**src/rtl/regfile_mp.sv**
```systemverilog
// Multi-port integer register file with optional write-to-read bypass and a
// per-register busy scoreboard. After reset, a sweep clears the array one
// register per cycle, and the file is not usable until the sweep finishes.
//
//  state | meaning
//  ------+-----------------------------------------------------------
//  INIT  | clearing regs[idx] each cycle; ports gated, writes/allocs dropped
//  RUN   | file usable: writes, bypassed reads, scoreboard active
module regfile_mp #(
   parameter int XLEN   = 32,
   parameter int NREGS  = 32,
   parameter int NRD    = 2,
   parameter int NWR    = 2,
   parameter int BYPASS = 1,
   localparam int AW    = $clog2(NREGS)
) (
   input  logic               clk,
   input  logic               rst_n,
   input  logic [NRD*AW-1:0]   rs_addr,
   output logic [NRD*XLEN-1:0] rs_data,
   output logic [NRD-1:0]      rs_busy,
   input  logic [NWR-1:0]      we,
   input  logic [NWR*AW-1:0]   rd_addr,
   input  logic [NWR*XLEN-1:0] rd_data,
   input  logic                alloc_valid,
   input  logic [AW-1:0]       alloc_addr,
   output logic                ready
);

   typedef enum logic {INIT, RUN} state_t;

   state_t            state;
   logic [AW-1:0]     idx;
   logic [XLEN-1:0]   regs [NREGS];
   logic [NREGS-1:0]  busy;
   logic [AW-1:0]     rd_a;
   logic [XLEN-1:0]   rd_d;

   // Sweep sequencer: one register per cycle, ready rises with the last clear
   always_ff @(posedge clk or negedge rst_n) begin
      if (!rst_n) begin
         state <= INIT;
         idx   <= '0;
         ready <= 1'b0;
      end else if (state == INIT) begin
         idx <= idx + 1'b1;
         if (idx == AW'(NREGS - 1)) begin
            state <= RUN;
            ready <= 1'b1;
         end
      end
   end

   // Data array has no reset; the sweep is its only initialisation.
   // Later write ports overwrite earlier ones, giving higher index priority.
   always_ff @(posedge clk) begin
      if (state == INIT) begin
         regs[idx] <= '0;
      end else begin
         for (int j = 0; j < NWR; j++) begin
            if (we[j] && (rd_addr[j*AW +: AW] != '0))
               regs[rd_addr[j*AW +: AW]] <= rd_data[j*XLEN +: XLEN];
         end
      end
   end

   // Scoreboard: writes clear, then an allocation to the same register re-sets it
   always_ff @(posedge clk or negedge rst_n) begin
      if (!rst_n) begin
         busy <= '0;
      end else if (state == INIT) begin
         busy <= '0;
      end else begin
         for (int j = 0; j < NWR; j++) begin
            if (we[j])
               busy[rd_addr[j*AW +: AW]] <= 1'b0;
         end
         if (alloc_valid)
            busy[alloc_addr] <= 1'b1;
         busy[0] <= 1'b0;
      end
   end

   // Read ports: x0 and the not-ready state read as zero; bypass follows write priority
   always_comb begin
      rs_data = '0;
      rs_busy = '0;
      rd_a    = '0;
      rd_d    = '0;
      for (int i = 0; i < NRD; i++) begin
         rd_a = rs_addr[i*AW +: AW];
         rd_d = regs[rd_a];
         if (BYPASS != 0) begin
            for (int j = 0; j < NWR; j++) begin
               if (we[j] && (rd_addr[j*AW +: AW] == rd_a))
                  rd_d = rd_data[j*XLEN +: XLEN];
            end
         end
         if (ready && (rd_a != '0)) begin
            rs_data[i*XLEN +: XLEN] = rd_d;
            rs_busy[i]              = busy[rd_a];
         end
      end
   end

endmodule

```
**config.mk**
```make
export PLATFORM = sky130hd
export DESIGN_NAME = regfile_mp
export DESIGN_NICKNAME = d
export VERILOG_FILES = /design/src/rtl/regfile_mp.sv
export SDC_FILE = /design/constraint.sdc
export NUM_CORES = 2
export LEC_CHECK = 0
export CAP_MARGIN = 20
export CORE_ASPECT_RATIO = 1.75
export CORE_MARGIN = 4
export CORE_UTILIZATION = 45
export CTS_CLUSTER_DIAMETER = 100
export DETAILED_ROUTE_END_ITERATION = 10
export DONT_BUFFER_PORTS = 1
export GPL_TIMING_DRIVEN = 0
export SYNTH_ARGS = -nofsm -noshare
export SYNTH_HDL_FRONTEND = slang
export SYNTH_SLANG_ARGS = --single-unit
```
**constraint.sdc**
```tcl
create_clock -name clk -period 5.2 [get_ports clk]
set_input_delay 0.52 -clock clk [delete_from_list [all_inputs] [get_ports clk]]
set_output_delay 0.52 -clock clk [all_outputs]
set_load 0.1 [all_outputs]
```
==> qor.yml <==
vias: 51179
required_ns: 4.68
antenna_found_initial: 18
min_to: "busy[23]"
grt_pass1_vias: 50811
cts_setup_buffers: 0
leakagePower_nw: 23.01
synth_seq_cells: 1062
synth-main-ff-cell: "edfxtp_1"
end_kind: "output pin"
finalCritPeriodShare: 1.036
ioPinCount: 161
vdd_ir_drop_max_v: 0.0002981
rrSetupSlack_ns: 0.99
synth_top_cell_by_area: "edfxtp_1"
yosysWarnings: 0
maxCapViolations: 0
grt_pass1_wl_mm: 383.3
powerDensity_mw_per_mm2: 294.6
whs_path_depth: 3
violations: "setup timing"
outcome: "finished with violations"
setup_violations: 15
setup_tns_ns: -0.8561
async_flop_share: 0.03578
syn_to_final_growth_pct: 11.85
core-area_mm2: 0.1376
start_util: 0.4532
worstHoldPathType: "in -> reg"
synth.distinct_cells: 56
final_cell_mix: "o21ai_0 (1118), nand2_1 (1040), edfxtp_1 (1024)"
clock_path_buffers: 3
cp_max_fo: 10
clk_pin_slew_ns: 0.07
ff2ff_path_depth: 7
nets: 5579
routed_via_density: 6.917
rsz0062_at_grt: "no"
drc: 0
fin_util: 0.5069
clock_skew_ns: 0.04998
design_area_mm2: 0.06976
cts-resized-gates: 0
final_common_cell: "o21ai_0"
total_power_mw: 20.55
portBuffers: 0
fill_cells: 12075
grt_max_degree: 39
worst_pin_slew_ns: 1.361
ant_nets: 0
worstReg2RegStart: "state"
synth_top_area_frac: 0.4930
arrival_ns: 4.87
cts.sinks: 1062
routed_wl_mm: 281.5
ys_seq_area_frac: 0.5083
rows: 180
netlist_instances: 5310
max_slew_margin: 0.09255
fin_crit_ns: 5.389
die_area_mm2: 0.1449
crit_type: "in -> out"
slew_violations: 0
drt_pre_antenna_iters: 8
hold_buffers: 2
dp_hpwl_mm: 224.0
pre_cts_ws_ns: 0.05378
synth.area.top_cells: "edfxtp_1 (49%), mux4_2 (19%), o21ai_0 (9.0%), nand2_1 (6.3%), clkbuf_1 (2.9%)"
cts_tree: "done"
place_area_mm2: 0.06620
synth.avg_cell_area_um2: 11.75
htree_levels: 3
die_w_um: 289.4
grt-ovfl-total: 0
clk_latency_ns: 0.77
cts-root-buf: "clkbuf_16"
numPlacedInstances: 7190
drt_iter0_markers: 7609
fin_ws_ns: -0.1894
reg2reg_to: "regs[28][10]"
start_kind: "primary input"
place.gp.congestion: 1.058
die_h_um: 500.5
syn-num-nets: 5406
hold-worst-slack_ns: 0.06445
synth_area_mm2: 0.06237
synth_edf_count: 1024
final_hold_viol_count: 0
cts_made_buffers: 104
holdCritStartpoint: "alloc_addr[3]"
wire_per_inst_um: 38.05
fin_cells: 7399
layout-drive-gt1-share: 0.1792
grt_use_total: 0.3822
fmax_mhz: 185.6
## how the worst max path moves through the flow
stage,startpoint,to,depth (start not counted)
2_1_floorplan,rs_addr[0],rs_data[30],8
3_3_place_gp,rd_addr[1],regs[27][8],6
3_5_place_dp,rs_addr[4],rs_data[21],8
4_1_cts,rs_addr[4],rs_data[21],8
5_1_grt,rs_addr[9],rs_data[53],8
6_report,rs_addr[9],rs_data[53],8
## routing by layer
layer | vias to the layer above | part of all wire | track usage
li1 | 20696 | - | -
met1 | 25599 | 0.32 | 0.4407
met2 | 3876 | 0.47 | 0.6224
met3 | 1004 | 0.12 | 0.08845
met4 | 4 | 0.094 | 0.2780
met5 | - | 0.000089 | 0
## cells in the mapped netlist, types with 5 or more instances
library cell  count
o2111ai_1        62
nor2_2           11
buf_4            15
xnor2_1          15
o21ai_0        1118
and3_1            8
buf_6             8
nand3b_1          5
buf_2           141
nand3_1          66
o21bai_1          7
a221o_1          62
o22ai_1          24
edfxtp_1       1024
mux2i_1         142
nor2_1           61
xor2_1            8
a21oi_1          72
nand2_1        1040
mux4_2          526
inv_1            34
dfrtp_1          38
and3b_1           7
nor3_1            6
buf_1            54
and2_1           11
a22oi_1         187
clkbuf_1        482
nor3b_1          12
## where the power goes
group          total [mW]  internal (mW)  switching, mW  leakage (nW)
logic                3.03          0.809           2.22          10.2
clock network        8.01           4.25           3.77          1.67
registers            9.50           9.47         0.0341          11.1
## worst max-delay path: stages
cell and delay, ns:
buf_2 0.34, clkbuf_1 0.77, and2_1 0.23, clkbuf_1 0.71, clkbuf_1 0.78, a22oi_1 0.30
o21ai_0 0.24, a221o_1 0.96
## state kept, by name, summed over array words and instances (netlist names)
signal,count
busy,31
idx,5
ready,1
regs,1024
state,1
## area by class of cell
type	count	area [µm²]	area share
antenna	9	22.52	0.0003228
buffer	701	2933	0.04204
clock buffer	119	2721	0.03901
clock inverter	74	721.9	0.01035
inverter	35	131.4	0.001883
multi-input combinational	3512	28110	0.4029
sequential	1062	31700	0.4544
tap	1820	2277	0.03264
timing repair buffer	67	1144	0.01639
## kinds of logic (layout without fill, tap and decap cells)
| group | after synthesis | count (layout) | synth area share |
|---|---|---|---|
| compound gates | 1549 | 1549 | 0.1421 |
| other cells | 0 | 9 | 0 |
| fa+ha+maj | 2 | 2 | 0.0004012 |
| simple gates | 1266 | 1266 | 0.08354 |
| buf+inv | 736 | 996 | 0.04901 |
| mux | 672 | 672 | 0.2135 |
| flops | 1062 | 1062 | 0.5083 |
| xor+xnor | 23 | 23 | 0.003230 |
Note: power is estimated with default switching activity, not from simulation.
